[config.mk]
export PLATFORM = sky130hd
export DESIGN_NAME = fft_stage_sequencer
export DESIGN_NICKNAME = d
export VERILOG_FILES = /design/src/rtl/fft_pkg.sv /design/src/rtl/fft_delay_line.sv /design/src/rtl/fft_stage_sequencer.sv
export SDC_FILE = /design/constraint.sdc
export NUM_CORES = 1
export LEC_CHECK = 0
export ABC_CLOCK_PERIOD_IN_PS = 5140
export BUFFER_PORTS_ARGS = -buffer_cell sky130_fd_sc_hd__buf_2
export CORE_ASPECT_RATIO = 0.9
export CORE_MARGIN = 5
export CORE_UTILIZATION = 45
export DETAILED_ROUTE_END_ITERATION = 10
export GPL_TIMING_DRIVEN = 1
export PLACE_DENSITY = 0.71
export SLEW_MARGIN = 5
export SYNTH_ARGS = -nofsm -noshare
export SYNTH_HDL_FRONTEND = slang
export SYNTH_SLANG_ARGS = --single-unit
[constraint.sdc]
create_clock -name clk -period 5.14 [get_ports clk]
set_input_delay 1.028 -clock clk [delete_from_list [all_inputs] [get_ports clk]]
set_output_delay 1.028 -clock clk [all_outputs]
set_load 0.1 [all_outputs]
[src/rtl/fft_pkg.sv]
// Shared types and constants for the FFT stage sequencer.
// FSM state encoding, stage counter width and LOG2N bounds.
package fft_pkg;

  typedef enum logic [2:0] {
    S_IDLE,
    S_RUN,
    S_DRAIN,
    S_NEXT,
    S_DONE
  } fft_state_e;

  localparam int STAGE_W   = 4;
  localparam int LOG2N_MIN = 3;
  localparam int LOG2N_MAX = 12;

endpackage

[src/rtl/fft_delay_line.sv]
// Enable-gated shift register of configurable width and depth.
// Carries read-side address/valid to the write-back side.
module fft_delay_line #(
  parameter int W     = 1,
  parameter int DEPTH = 1
) (
  input  logic         clk,
  input  logic         rst,
  input  logic         en,
  input  logic [W-1:0] d,
  output logic [W-1:0] q
);

  logic [W-1:0] sr [DEPTH];

  // Shift one slot per enabled cycle; reset drops pending entries.
  always_ff @(posedge clk or posedge rst) begin
    if (rst) begin
      for (int i = 0; i < DEPTH; i++) sr[i] <= '0;
    end else if (en) begin
      sr[0] <= d;
      for (int i = 1; i < DEPTH; i++) sr[i] <= sr[i-1];
    end
  end

  assign q = sr[DEPTH-1];

endmodule

[src/rtl/fft_stage_sequencer.sv]
// Radix-2 in-place FFT address/stage sequencer with ping-pong banks.
// Optional inverse support when FFT_SEQ_INVERSE_EN is defined.
module fft_stage_sequencer
  import fft_pkg::*;
#(
  parameter int LOG2N  = 10,
  parameter int WR_LAT = 4
) (
  input  logic               clk,
  input  logic               rst,
  input  logic               start_i,
  input  logic               hold_i,
`ifdef FFT_SEQ_INVERSE_EN
  input  logic               inverse_i,
  output logic               tw_conj_o,
  output logic               scale_o,
`endif
  output logic [LOG2N-1:0]   address_a_o,
  output logic [LOG2N-1:0]   address_b_o,
  output logic               rd_en_o,
  output logic [LOG2N-1:0]   wr_address_a_o,
  output logic [LOG2N-1:0]   wr_address_b_o,
  output logic               wr_en_o,
  output logic [LOG2N-2:0]   twiddle_idx_o,
  output logic               memsel_o,
  output logic [STAGE_W-1:0] stage_o,
  output logic               busy_o,
  output logic               done_o
);

  localparam int AW = LOG2N;
  localparam int KW = LOG2N - 1;
  localparam int TW = LOG2N - 1;
  localparam int DW = 1 + 2 * AW;

  localparam logic [KW-1:0]      K_LAST   = '1;
  localparam logic [3:0]         LAT_LAST = 4'(WR_LAT - 1);
  localparam logic [STAGE_W-1:0] ST_LAST  = STAGE_W'(LOG2N - 1);

  fft_state_e         state;
  logic [STAGE_W-1:0] stage;
  logic [KW-1:0]      k;
  logic [3:0]         dcnt;
  logic               memsel;
  logic               busy_q;
  logic               done_q;
  logic               rd_q;
  logic [AW-1:0]      a_q;
  logic [AW-1:0]      b_q;
  logic [TW-1:0]      tw_q;

  logic [STAGE_W-1:0] iss_s;
  logic [KW-1:0]      iss_k;
  logic [AW-1:0]      nxt_a;
  logic [AW-1:0]      nxt_b;
  logic [TW-1:0]      nxt_tw;

  logic               act;
  logic [DW-1:0]      dl_d;
  logic [DW-1:0]      dl_q;

  function automatic logic [AW-1:0] f_span(
    input logic [STAGE_W-1:0] s
  );
    return AW'(1) << s;
  endfunction

  function automatic logic [AW-1:0] f_addr_a(
    input logic [STAGE_W-1:0] s,
    input logic [KW-1:0]      kv
  );
    logic [AW-1:0] kk;
    logic [AW-1:0] m;
    kk = AW'(kv);
    m  = f_span(s) - AW'(1);
    return ((kk >> s) << (s + 1'b1)) | (kk & m);
  endfunction

  function automatic logic [TW-1:0] f_tw(
    input logic [STAGE_W-1:0] s,
    input logic [KW-1:0]      kv
  );
    logic [AW-1:0] kk;
    logic [AW-1:0] m;
    logic [AW-1:0] t;
    kk = AW'(kv);
    m  = f_span(s) - AW'(1);
    t  = (kk & m) << (ST_LAST - s);
    return t[TW-1:0];
  endfunction

  assign act = ~hold_i;

  // Butterfly to be issued next cycle: first of run, first of stage, or k+1.
  always_comb begin
    iss_s = stage;
    iss_k = k + 1'b1;
    unique case (state)
      S_IDLE: begin
        iss_s = '0;
        iss_k = '0;
      end
      S_NEXT: begin
        iss_s = stage + 1'b1;
        iss_k = '0;
      end
      default: ;
    endcase
    nxt_a  = f_addr_a(iss_s, iss_k);
    nxt_b  = nxt_a + f_span(iss_s);
    nxt_tw = f_tw(iss_s, iss_k);
  end

  // Sequencer FSM with registered read-side outputs.
  always_ff @(posedge clk or posedge rst) begin
    if (rst) begin
      state  <= S_IDLE;
      stage  <= '0;
      k      <= '0;
      dcnt   <= '0;
      memsel <= 1'b0;
      busy_q <= 1'b0;
      done_q <= 1'b0;
      rd_q   <= 1'b0;
      a_q    <= '0;
      b_q    <= '0;
      tw_q   <= '0;
    end else if (act) begin
      done_q <= 1'b0;
      unique case (state)
        S_IDLE: begin
          if (start_i) begin
            state  <= S_RUN;
            stage  <= '0;
            k      <= '0;
            memsel <= 1'b0;
            busy_q <= 1'b1;
            rd_q   <= 1'b1;
            a_q    <= nxt_a;
            b_q    <= nxt_b;
            tw_q   <= nxt_tw;
          end
        end
        S_RUN: begin
          if (k == K_LAST) begin
            state <= S_DRAIN;
            rd_q  <= 1'b0;
            dcnt  <= '0;
          end else begin
            k    <= iss_k;
            rd_q <= 1'b1;
            a_q  <= nxt_a;
            b_q  <= nxt_b;
            tw_q <= nxt_tw;
          end
        end
        S_DRAIN: begin
          if (dcnt == LAT_LAST) state <= S_NEXT;
          else dcnt <= dcnt + 1'b1;
        end
        S_NEXT: begin
          memsel <= ~memsel;
          if (stage == ST_LAST) begin
            state  <= S_DONE;
            done_q <= 1'b1;
          end else begin
            state <= S_RUN;
            stage <= iss_s;
            k     <= '0;
            rd_q  <= 1'b1;
            a_q   <= nxt_a;
            b_q   <= nxt_b;
            tw_q  <= nxt_tw;
          end
        end
        S_DONE: begin
          state  <= S_IDLE;
          busy_q <= 1'b0;
        end
        default: state <= S_IDLE;
      endcase
    end
  end

  assign dl_d = {rd_q, a_q, b_q};

  fft_delay_line #(
    .W     (DW),
    .DEPTH (WR_LAT)
  ) u_wr_dly (
    .clk (clk),
    .rst (rst),
    .en  (act),
    .d   (dl_d),
    .q   (dl_q)
  );

  assign address_a_o    = a_q;
  assign address_b_o    = b_q;
  assign twiddle_idx_o  = tw_q;
  assign rd_en_o        = rd_q & act;
  assign wr_address_a_o = dl_q[2*AW-1:AW];
  assign wr_address_b_o = dl_q[AW-1:0];
  assign wr_en_o        = dl_q[DW-1] & act;
  assign memsel_o       = memsel;
  assign stage_o        = stage;
  assign busy_o         = busy_q;
  assign done_o         = done_q & act;

`ifdef FFT_SEQ_INVERSE_EN
  logic inv_q;

  // Direction is captured once per run at start acceptance.
  always_ff @(posedge clk or posedge rst) begin
    if (rst) begin
      inv_q <= 1'b0;
    end else if (act && state == S_IDLE && start_i) begin
      inv_q <= inverse_i;
    end
  end

  assign tw_conj_o = inv_q;
  assign scale_o   = wr_en_o & inv_q;
`endif

endmodule

# ---- Word level (Yosys, flattened, before mapping)
# Index checks and enable logic that the tools add are counted.
dict set report word_totals {
  register_bits 137
  out_inout_bits 58
  input_bits 4
}
dict set report op_classes {
  addsub 7
  reduce_logical 13
  shift 4
  n_bitwise 7
  n_mux 38
  eq_ne 13
}
# op count
set op_table {}
lappend op_table {{two-way mux 9 bit} 7}
lappend op_table {{two-way mux 10 bit} 6}
lappend op_table {{case mux 10 bit (3 select lines)} 2}
lappend op_table {{case mux 9 bit (3 select lines)} 2}
lappend op_table {{case mux 4 bit (2 select lines)} 3}
lappend op_table {{two-way mux 4 bit} 4}
lappend op_table {{AND reduction 4 bit} 4}
lappend op_table {{adder 4 x 1 -> 4 bit, second input constant} 3}
lappend op_table {{two-way mux 3 bit} 4}
lappend op_table {{inequality test 2 bit, second input constant} 6}
lappend op_table {{case mux 3 bit (4 select lines)} 1}
lappend op_table {{adder 10 bit} 1}
lappend op_table {{AND 9 x 10 -> 10 bit} 1}
lappend op_table {{OR 10 bit} 1}
lappend op_table {{left shift 1 x 4 -> 10 bit, first input constant} 1}
lappend op_table {{left shift 10 x 4 -> 10 bit} 1}
lappend op_table {{left shift 10 x 4 -> 9 bit} 1}
lappend op_table {{right shift 9 x 4 -> 10 bit} 1}
lappend op_table {{subtractor 10 x 1 -> 10 bit, second input constant} 1}
lappend op_table {{adder 9 x 1 -> 9 bit, second input constant} 1}
lappend op_table {{equality test 9 bit, second input constant} 1}
lappend op_table {{equality test 3 x 2 -> 1 bit, second input constant} 2}
lappend op_table {{two-way mux 1 bit} 6}
lappend op_table {{AND reduction 3 bit} 2}
lappend op_table {{other kinds (14)} 20}

# ---- Logic depth before layout (Yosys ltp)
# Gate-level depths: netlist (run 1).
dict set report depth {
  ltp_word 9
  mapped_depth 23
  mapped_depth_nobuf 22
}

# ---- By module
# A second synthesis (run 1) with hierarchy kept.
dict set report hier_totals {
  cells_unflattened 779
  hier_area_um2 8089.0
}
# mod cells_each seq_area_each_um2 area_per_inst_um2 instances
set by_module_without_submodules {}
lappend by_module_without_submodules {fft_stage_sequencer 580 1326.3 4565.6 1}
lappend by_module_without_submodules {fft_delay_line 199 2102.0 3523.4 1}

# ---- Worst setup path after synthesis (run 1)
# Ideal clock, no wire load.
dict set report synth_timing {
  path_kind {register -> register}
  startpoint {reg stage[1] (netlist: stage_o[1])}
  endpoint {reg b_q[9] (netlist: address_b_o[9])}
  path_slack_ps -139
  path_buffers 3
  required_time_ps 5048
  setup_ps 92
  path_stages_with_launch 23
  t_arrival_ps 5188
  period_less_slack_ps 5279
  path_cell_list {dfrtp_1 > buf_2 > inv_1 > ha_1 > nor3b_4 > o21a_1 > nor2_1 > clkbuf_1 > nand3_1 > ha_1 > buf_2 > nor4b_2 > a31oi_2 > o221ai_1 > ha_1 > o21ai_0 > o21bai_1 > a21o_1 > a21oi_1 > o21ai_0 > xnor2_1 > and3_1 > o31ai_2}
}
dict set report synth_via {
  elab_chain_cells 9
  word_cells_on_any_way 17
  classes_between {add/sub: 4; eq/ne: 2; shift: 3; mux: 5; bitwise: 2; reduce/logical: 1}
}
# item line_no
set synth_lines {}
lappend synth_lines {{start, declared} fft_stage_sequencer.sv:41} ;# logic [STAGE_W-1:0] stage;
lappend synth_lines {{start signal, assigned} fft_stage_sequencer.sv:168} ;# stage <= iss_s;
lappend synth_lines {{adder 4 x 1 -> 4 bit} fft_stage_sequencer.sv:104} ;# iss_s = stage + 1'b1;
lappend synth_lines {{case mux 4 bit (2 select lines) *} fft_stage_sequencer.sv:98} ;# unique case (state)
lappend synth_lines {{left shift 1 x 4 -> 10 bit} fft_stage_sequencer.sv:65} ;# return AW'(1) << s;
lappend synth_lines {{subtractor 10 x 1 -> 10 bit} fft_stage_sequencer.sv:75} ;# m = f_span(s) - AW'(1);
lappend synth_lines {{AND 9 x 10 -> 10 bit} fft_stage_sequencer.sv:76} ;# return ((kk >> s) << (s + 1'b1)) | (kk & m);
lappend synth_lines {{OR 10 bit *} fft_stage_sequencer.sv:76}
lappend synth_lines {{named net nxt_a[4]} fft_stage_sequencer.sv:54} ;# logic [AW-1:0] nxt_a;
lappend synth_lines {{adder 10 bit *} fft_stage_sequencer.sv:110} ;# nxt_b = nxt_a + f_span(iss_s);
lappend synth_lines {{two-way mux 10 bit, on equally long branches} {fft_stage_sequencer.sv:163, fft_stage_sequencer.sv:132, fft_stage_sequencer.sv:145}}
lappend synth_lines {{case mux 10 bit (3 select lines) *} fft_stage_sequencer.sv:130} ;# unique case (state)
lappend synth_lines {{end signal, assigned} fft_stage_sequencer.sv:140} ;# b_q <= nxt_b;
lappend synth_lines {{end signal, assigned} fft_stage_sequencer.sv:153} ;# b_q <= nxt_b;
lappend synth_lines {{end signal, assigned} fft_stage_sequencer.sv:172} ;# b_q <= nxt_b;
lappend synth_lines {{end, declared} fft_stage_sequencer.sv:49} ;# logic [AW-1:0] b_q;
# The timed path passes the listed nets; every way through them passes the cells marked *. The select of a mux whose other input is x is not followed.
# A chain may end at the register's enable or synchronous reset.

# ---- Final worst setup path (run 1)
dict set report layout_timing {
  startpoint {reg stage[0] (netlist: stage_o[0])}
  endpoint {reg b_q[8] (netlist: address_b_o[8])}
}
# Same word-level chain as after synthesis.

==> results of run 1 <==
==> worst max path at each step <==
stage / depth (start not counted) / startpoint / endpoint / slack [ns]
floorplan: 1 / rst / stage_o[1] / 0.13
global placement: 22 / stage_o[0] / address_b_o[8] / 0.39
detailed placement: 19 / state[0] / address_b_o[8] / 0.38
CTS: 18 / state[0] / address_b_o[8] / 0.35
global route: 22 / stage_o[0] / address_b_o[8] / 0.06
finish: 22 / stage_o[0] / address_b_o[8] / 0.37
==> what timing repair did <==
| action | 4_1_cts | 5_1_grt |
|---|---|---|
| hold buffers | 0 | 0 |
| setup endpoints to repair | 0 | 2 |
| gates resized for setup | 0 | 3 |
==> per-layer routing <==
| metal | vias up | share of wire (%) | wire [µm] | GRT usage, % |
|---|---|---|---|---|
| met1 | 3013 | 47 | 9470 | 30.3 |
| met3 | 50 | 7.5 | 1500 | 4.58 |
| met2 | 268 | 43 | 8720 | 29.4 |
| met5 | - | 0 | 0 | 0 |
| met4 | 0 | 1.9 | 384 | 6.30 |
| li1 | 2906 | - | - | - |
==> cell usage in the layout, fill, tap and decap left out, drive strengths merged, types with 9 or more instances in the layout <==
cell type and n:
inv 24, o31ai 12, nand2 75, o211ai 9, a31oi 12, nand2b 11
nand3 18, a21oi 38, clkbuf 19, o21ai 63, ha 17, mux2 93
dfrtp 137, buf 92, nor2 43, nor3 17
==> cell type report <==
type / instances / area (µm²) / area share [%]
repair buffers: 92 / 541 / 6.02
well taps: 240 / 300 / 3.35
flip-flops and latches: 137 / 3430 / 38.2
multi-input cells: 548 / 4000 / 44.6
clock buffers: 19 / 443 / 4.94
inverters: 18 / 77.6 / 0.864
clock inverters: 13 / 183 / 2.04
==> cell usage after synthesis (5+ instances only) <==
master and n:
o211ai_1 8, nand4_1 7, nand2b_1 11, o21a_1 5, a31oi_1 11, o21ai_0 42, nand3_1 18, dfrtp_1 137
mux2_2 93, o32ai_1 5, o22ai_1 5, nor2b_1 7, inv_1 15, a21o_1 7, ha_1 17, o21ai_2 8
nor2_1 41, xor2_1 8, buf_6 5, o21ai_1 13, a21oi_1 36, buf_4 25, nor3_1 15, xnor2_1 7
buf_2 11, a211oi_1 7, clkbuf_1 26, o31ai_1 10, a22o_1 5, nand2_1 73
==> kinds of logic (layout without fill, tap and decap cells) <==
| kind of cell | after synthesis | in the layout | synth area share, % |
|---|---|---|---|
| AO/OA/AOI/OAI | 204 | 204 | 18.2 |
| XOR/XNOR | 15 | 15 | 1.66 |
| adder cells (fa/ha/maj) | 18 | 18 | 2.95 |
| buffers and inverters | 88 | 142 | 6.08 |
| flip-flops | 137 | 137 | 43.4 |
| multiplexers | 96 | 96 | 13.7 |
| AND/OR/NAND/NOR | 215 | 215 | 14.0 |
==> registers in the layout, summed over array words and instances (netlist names) <==
name / count
address_a_o: 10
k: 9
twiddle_idx_o: 9
done_q: 1
u_wr_dly.sr: 63
address_b_o: 10
dcnt: 4
u_wr_dly.q: 21
rd_q: 1
state: 3
memsel_o: 1
stage_o: 4
busy_o: 1
==> stage by stage <==
stage | util, % | cell area, µm² | power [mW] | worst slack, ns
floorplan | - | 7900 | 2.39 | 0.128
global placement | 47.8 | 8340 | 2.56 | 0.394
detailed placement | 47.8 | 8340 | 2.58 | 0.378
CTS | 51.4 | 8970 | 3.89 | 0.354
global route | 51.5 | 8970 | 4.03 | 0.0639
finish | 51.5 | 8970 | 3.87 | 0.370
==> where the power goes <==
part | internal, mW | total (mW) | switching [mW] | leakage (nW)
clock | 0.791 | 1.30 | 0.511 | 0.299
sequential | 1.25 | 1.37 | 0.117 | 1.83
combinational | 0.316 | 1.19 | 0.878 | 2.10
total | 2.36 | 3.87 | 1.51 | 4.23
==> worst max-delay path, stage by stage (launching register included) <==
cell and delay (ns):
dfrtp_1 0.40, buf_4 0.19, ha_1 0.22, and4bb_1 0.20, o21ai_2 0.13, and2_4 0.33
inv_6 0.03, buf_4 0.21, nor4_2 0.51, nor3_1 0.12, o21ai_1 0.10, a31oi_1 0.17
o21ai_1 0.26, ha_1 0.33, nor2b_1 0.15, o21ai_0 0.14, nand2b_1 0.10, a21o_1 0.19
a21o_1 0.19, a21o_1 0.17, a21oi_1 0.16, xor2_1 0.21, o21ai_0 0.10
==> impl_results.md, run 1 <==
* Syn_area_per_cell at 10.2 µm²
* Worst reg2reg setup slack at ~0.37 ns
* Dpl hpwl at 14,200 µm
* FILL cells at 1,588
* H-Tree Depth at 4
* EDFF count, synth at 0
* Post-Layout Cell Count at 1,067
* Die Area at just over 20,000 µm²
* Fin Hold WS at ~0.47 ns
* Die H at around 140 µm
* Final Wtd Congestion at slightly above 1
* DR DRC count at 0
* Setup_tns at 0 ns
* All-Layer GR Usage at roughly 20%
* Share of the synthesized area in the top cell type at 43.4%
* Main synth FF type: dfrtp_1
* FF-to-FF path depth at 22
* Hold path startpoint: done_q
* Post-route clock period utilization at approximately 93%
* Final hold violations at 0
* Worst Setup Start Kind: flip-flop
* Post-placement cell count at a little over 1,000
* Final worst clock skew at between 0.01 and 0.015 ns
* Initial Utilization at 45.3%
* Wire per inst at between 15 and 20 µm
* Layout cells sized above 1 at a little under a third
* Worst-path clk slew at 0.07 ns
* Maximum clock rate at around 0.21 GHz
* Initial antenna violation count at 0
* Antenna diodes at 0
* Endpoints failing setup at 0
* WHS Endpoint: done_q
* Area leader, netlist: dfrtp_1
* Distinct cell type count after synthesis at 84
* Vias in the first global route at roughly 5,900
* FP Rows at between 40 and 50
* Run status: finished clean
* Yosys warns at 0
* CP Max Fanout at 18
* DR vias/cell at just under 6
* Sequential-to-total area share from yosys stat at between 40% and 50%
* Sink Count at ~140
* WHS Path Cells at 2
* Routed wire length at 20,100 µm
* Area of the core at 17,400 µm²
* Pins Over Slew Limit at 0
* Type of the worst setup path: flip-flop to flip-flop
* First-pass GRT wire length at 32,500 µm
* Cell Pwr Density at ~430 nW/µm²
* CP Capture Type: flip-flop
* Mapped Cells at slightly below 800
* Via count at 6,237
* Slew headroom at 37.2%
* Layout area overhead at 13.6%
* Synthesized area at between 7000 and 8000 µm²
* Clock tree buffer depth at 2
* Max cap viols at 0
* Syn_nets at about 800
* Root Driver: clkbuf_16
* # IOs at between 60 and 70
* Fin crit period at between 4 and 5 ns
* Die Wd at 150 µm
* Initial drt markers at roughly 650
* Synth top area cells: dfrtp_1, mux2_2, nand2_1, ha_1, o21ai_0
* Setup Buffers After CTS at 0
* Nets at approximately 840
* CP required at between 5 and 6 ns
* Crit path DAT at just over 5 ns
* Async set or reset register ratio after synthesis at 100%
* Leakage at around 4.2 nW
* Worst r2r src: stage_o[0]
* Clock tree from TritonCTS: built
* IO Port Bufs at 61
* Clk_lat worst skew at about 0.43 ns
* First-pass detailed-route iteration total at 5
* Max IR drop VDD at 0.268 mV
* TritonCTS buffer count at 17
* Largest net degree at the start of global routing at about 110
* Antenna-violating nets left at 0
* Slew @ Worst Pin at 0.942 ns
* Unrepaired setup endpoints after global routing: no
* FF+latch count, synth at around 140
* GRT Residual Overflow at 0
* Tightest Hold Check Type: flip-flop to flip-flop
* Reg-to-Reg End: address_b_o[8]
Note: power is estimated with default switching activity, not from simulation.
==> inputs of run 2 (changes only) <==
--- a/config.mk
+++ b/config.mk
@@ -16,4 +16,5 @@
 export SLEW_MARGIN = 5
 export SYNTH_ARGS = -nofsm -noshare
 export SYNTH_HDL_FRONTEND = slang
+export SYNTH_HIERARCHICAL = 1
 export SYNTH_SLANG_ARGS = --single-unit
==> impl_results.md, run 2 <==
* Final worst clock skew at 0.0131 ns (was 0.0124 ns)
* Main synth FF type: dfrtp_1 (unchanged)
* Synth top area cells: dfrtp_1, mux2_4, mux2_2, o21ai_0, nand2_1 (was dfrtp_1, mux2_2, nand2_1, ha_1, o21ai_0)
* Largest register FFs at 63 (unchanged)
* Synthesized area at 8090 µm² (was 7900 µm²)
* Met3 Wirelength at 1470 µm (was 1500 µm)
* Die Wd at 151 µm (was 150 µm)
* Sequential-to-total area share from yosys stat at 42.4% (was 43.4%)
* FP Rows at 46 (unchanged)
* Worst reg2reg setup slack at 0.30 ns (was 0.37 ns)
* CP Capture Type: flip-flop (unchanged)
* DR DRC count at 0 (unchanged)
* Crit path max-delay family: compound AO/OA/AOI/OAI gates (unchanged)
* Fin crit period at 4.84 ns (was 4.77 ns)
* Hold buffers post-CTS at 0 (unchanged)
* Die Area at 20,800 µm² (was 20,300 µm²)
* Clock power share at 23.5% (was 33.7%)
* Met1 WL at 10,100 µm (was 9470 µm)
* Tightest Hold Check Type: flip-flop to flip-flop (unchanged)
* Placed inst area at 8600 µm² (was 8340 µm²)
* Part of the power in registers at 31.3% (was 35.4%)
* Sw power at 2.44 mW (was 1.51 mW)
* Worst r2r src: stage_o[0] (unchanged)
* CP max-delay cell: or3_1 (was nor4_2)
* CP Launch Point: stage_o[0] (unchanged)
* Post-route clock period utilization at 94.2% (was 92.8%)
* Crit. path cell count at 18 (was 22)
* First-pass detailed-route iteration total at 7 (was 5)
* Worst-path clk slew at 0.07 ns (about the same)
* Final hold violations at 0 (unchanged)
* Share of the synthesized area in the top cell type at 42.4% (was 43.4%)
* Pins Over Slew Limit at 0 (unchanged)
* Most common cell in the netlist: dfrtp_1 (unchanged)
* Syn_area_per_cell at 10.4 µm² (was 10.2 µm²)
* Reg-to-Reg End: address_b_o[9] (was address_b_o[8])
* DR vias/cell at 5.71 (was 5.85)
* Endpoints failing setup at 0 (unchanged)
* Type of the worst setup path: flip-flop to flip-flop (unchanged)
* Clk_lat worst skew at 0.43 ns (about the same)
* Worst setup endpoint: address_b_o[9] (was address_b_o[8])
* Setup_tns at 0 ns (unchanged)
* Area of the core at 17,700 µm² (was 17,400 µm²)
* Layout cells sized above 1 at 30.6% (was 31.9%)
* All-Layer GR Usage at 20.9% (was 20.3%)
* PnR Total Power at 5.27 mW (was 3.87 mW)
* Buf/Inv on CP at 0 (was 3)
* Top Layer Used: met4 (unchanged)
* FILL cells at 1,606 (was 1,588)
* Most used cell, CP: ha_1 (was a21o_1)
* Comb pwr share at 45.2% (was 30.9%)
* Initial drt markers at 454 (was 646)
* Crit-path cells: ha_1 > and4bb_1 > o21ai_2 > nand4_1 > or3_1 > ha_1 > nand2b_1 > o21ai_1 > ha_1 > a21o_1 > a21oi_1 > nand2b_1 > a21boi_0 > o41a_1 > a31oi_2 > o2111ai_1 > mux2_2 > nand2_1 (was buf_4 > ha_1 > and4bb_1 > o21ai_2 > and2_4 > inv_6 > buf_4 > nor4_2 > nor3_1 > o21ai_1 > a31oi_1 > o21ai_1 > ha_1 > nor2b_1 > o21ai_0 > nand2b_1 > a21o_1 > a21o_1 > a21o_1 > a21oi_1 > xor2_1 > o21ai_0)
* Slew @ Worst Pin at 0.844 ns (was 0.942 ns)
* Final Wtd Congestion at 0.957 (was 1.02)
* Initial antenna violation count at 0 (unchanged)
* IO Port Bufs at 61 (unchanged)
* Cell Pwr Density at 571 nW/µm² (was 431 nW/µm²)
* Setup WS post-layout at 0.298 ns (was 0.370 ns)
* Maximum clock rate at 0.207 GHz (was 0.210 GHz)
* Worst Setup Start Kind: flip-flop (unchanged)
* CP Max Fanout at 8 (was 18)
* H-Tree Depth at 4 (unchanged)
* Commonest non-fill, non-tap cell in the layout: dfrtp_1 (unchanged)
* Area leader, netlist: dfrtp_1 (unchanged)
* Initial Utilization at 45.8% (was 45.3%)
* EDFF count, synth at 0 (unchanged)
* Routed wire length at 21,200 µm (was 20,100 µm)
* Vias in the first global route at 5,979 (was 5,912)
* Pre-CTS setup slack at 0.102 ns (was 0.378 ns)
* Root Driver: clkbuf_16 (unchanged)
* Mapped Cells at 779 (was 773)
* # IOs at 62 (unchanged)
* Yosys warns at 6 (was 0)
* FF-to-FF path depth at 18 (was 22)
* Int Power at 2.84 mW (was 2.36 mW)
* CP required at 5.50 ns (was 5.43 ns)
* Run status: finished clean (unchanged)
* Clock tree buffer depth at 2 (unchanged)
* Switching fraction of total power at 46.2% (was 39.0%)
* Distinct cell type count after synthesis at 82 (was 84)
* TritonCTS buffer count at 17 (unchanged)
* Biggest register: u_wr_dly/sr (was u_wr_dly.sr)
* Antenna-violating nets left at 0 (unchanged)
* Commonest non-fill, non-tap cells in the layout: dfrtp_1, nand2_1, buf_2, mux2_4, o21ai_0 (was dfrtp_1, mux2_2, nand2_1, buf_2, o21ai_0)
* Wire per inst at 19.4 µm (was 18.8 µm)
* GRT Residual Overflow at 0 (unchanged)
* First-pass GRT wire length at 33,600 µm (was 32,500 µm)
* Via count at 6,218 (was 6,237)
* Dpl hpwl at 15,400 µm (was 14,200 µm)
* Crit path DAT at 5.20 ns (was 5.06 ns)
* FF+latch count, synth at 137 (unchanged)
* Syn_nets at 801 (was 795)
* Leakage at 4.33 nW (was 4.23 nW)
* Final instance area at 9230 µm² (was 8970 µm²)
* Largest net degree at the start of global routing at 54 (was 107)
* Met2 WL at 9270 µm (was 8720 µm)
* Max IR drop VDD at 0.257 mV (was 0.268 mV)
* Commonest cells post-synth: dfrtp_1, nand2_1, mux2_4 (was dfrtp_1, mux2_2, nand2_1)
* Nets at 858 (was 836)
* Async set or reset register ratio after synthesis at 100% (unchanged)
* Antenna diodes at 0 (unchanged)
* Layout area overhead at 14.2% (was 13.6%)
* Fin util at 52.3% (was 51.5%)
* Critical path's largest stage delay at 0.51 ns (about the same)
* Max cap viols at 0 (unchanged)
* Die H at 137 µm (was 136 µm)
* Slew headroom at 43.8% (was 37.2%)
* Clock tree from TritonCTS: built (unchanged)
* Sink Count at 137 (unchanged)
[run 2: cell types whose count changed after synthesis, moves of 8 or more]
cell     delta
mux2_2     -61
nor3_1      +8
nand2_1     -8
mux2_4     +60
o21ai_0     +9
[run 2: through the flow]
stage	hold WS, ns	instances
final	0.467	1089
after global routing	0.509	1089
after CTS	0.477	1088
after detailed placement	0.461	1056
after global placement	0.453	1056
after floorplan	0.446	779
[run 2: cell type report]
cell class | instances | area, µm² | area share, %
Clock inverter | 15 | 173 | 1.87
Multi-Input combinational cell | 553 | 4180 | 45.2
Sequential cell | 137 | 3430 | 37.2
Tap cell | 240 | 300 | 3.25
Timing Repair Buffer | 106 | 643 | 6.96
Clock buffer | 17 | 425 | 4.61
Inverter | 21 | 82.6 | 0.894
[run 2: what timing repair did]
action                                  CTS  global route
buffers inserted                          0             1
resized for setup                         0            12
endpoints found under the setup margin    0             1
[run 2: worst min-delay path: stages, from the launching register on]
cell and delay [ns]:
dfrtp_1 0.34, nand2_1 0.05, nand2_1 0.04
[run 2: worst min path at each step]
stage,from,slack (ns),to,cells past startpoint
floorplan,done_q,0.45,done_q,2
global placement,twiddle_idx_o[2],0.45,twiddle_idx_o[2],2
detailed placement,twiddle_idx_o[2],0.46,twiddle_idx_o[2],2
CTS,twiddle_idx_o[2],0.48,twiddle_idx_o[2],2
global route,u_wr_dly/sr[56],0.51,u_wr_dly/sr[35],1
finish,twiddle_idx_o[2],0.47,twiddle_idx_o[2],2
[run 2: cells by family (layout without fill, tap and decap cells)]
group,count (synthesis),count (layout),share of synthesized area (%)
AOI/OAI and AO/OA,200,200,17.0
xor gates and xnor gates,21,21,2.27
adders and majority gates,18,18,2.88
buffers and inverters,89,159,6.30
DFF,137,137,42.4
muxes,95,95,16.0
and+or+nand+nor,219,219,13.2
[run 2: layer usage]
metal	global-route usage (%)	up-vias
met3	4.70	28
li1	-	2942
met5	0	-
met1	30.6	3006
met4	6.09	0
met2	30.9	242
[run 2: power groups by stage]
stage | registers [mW] | clock network [mW] | logic, mW
after floorplan | 2.06 | 0 | 1.56
after global placement | 1.65 | 0 | 2.36
after detailed placement | 1.67 | 0 | 2.36
after CTS | 1.65 | 1.26 | 2.38
after global routing | 1.69 | 1.32 | 2.50
final | 1.65 | 1.24 | 2.39
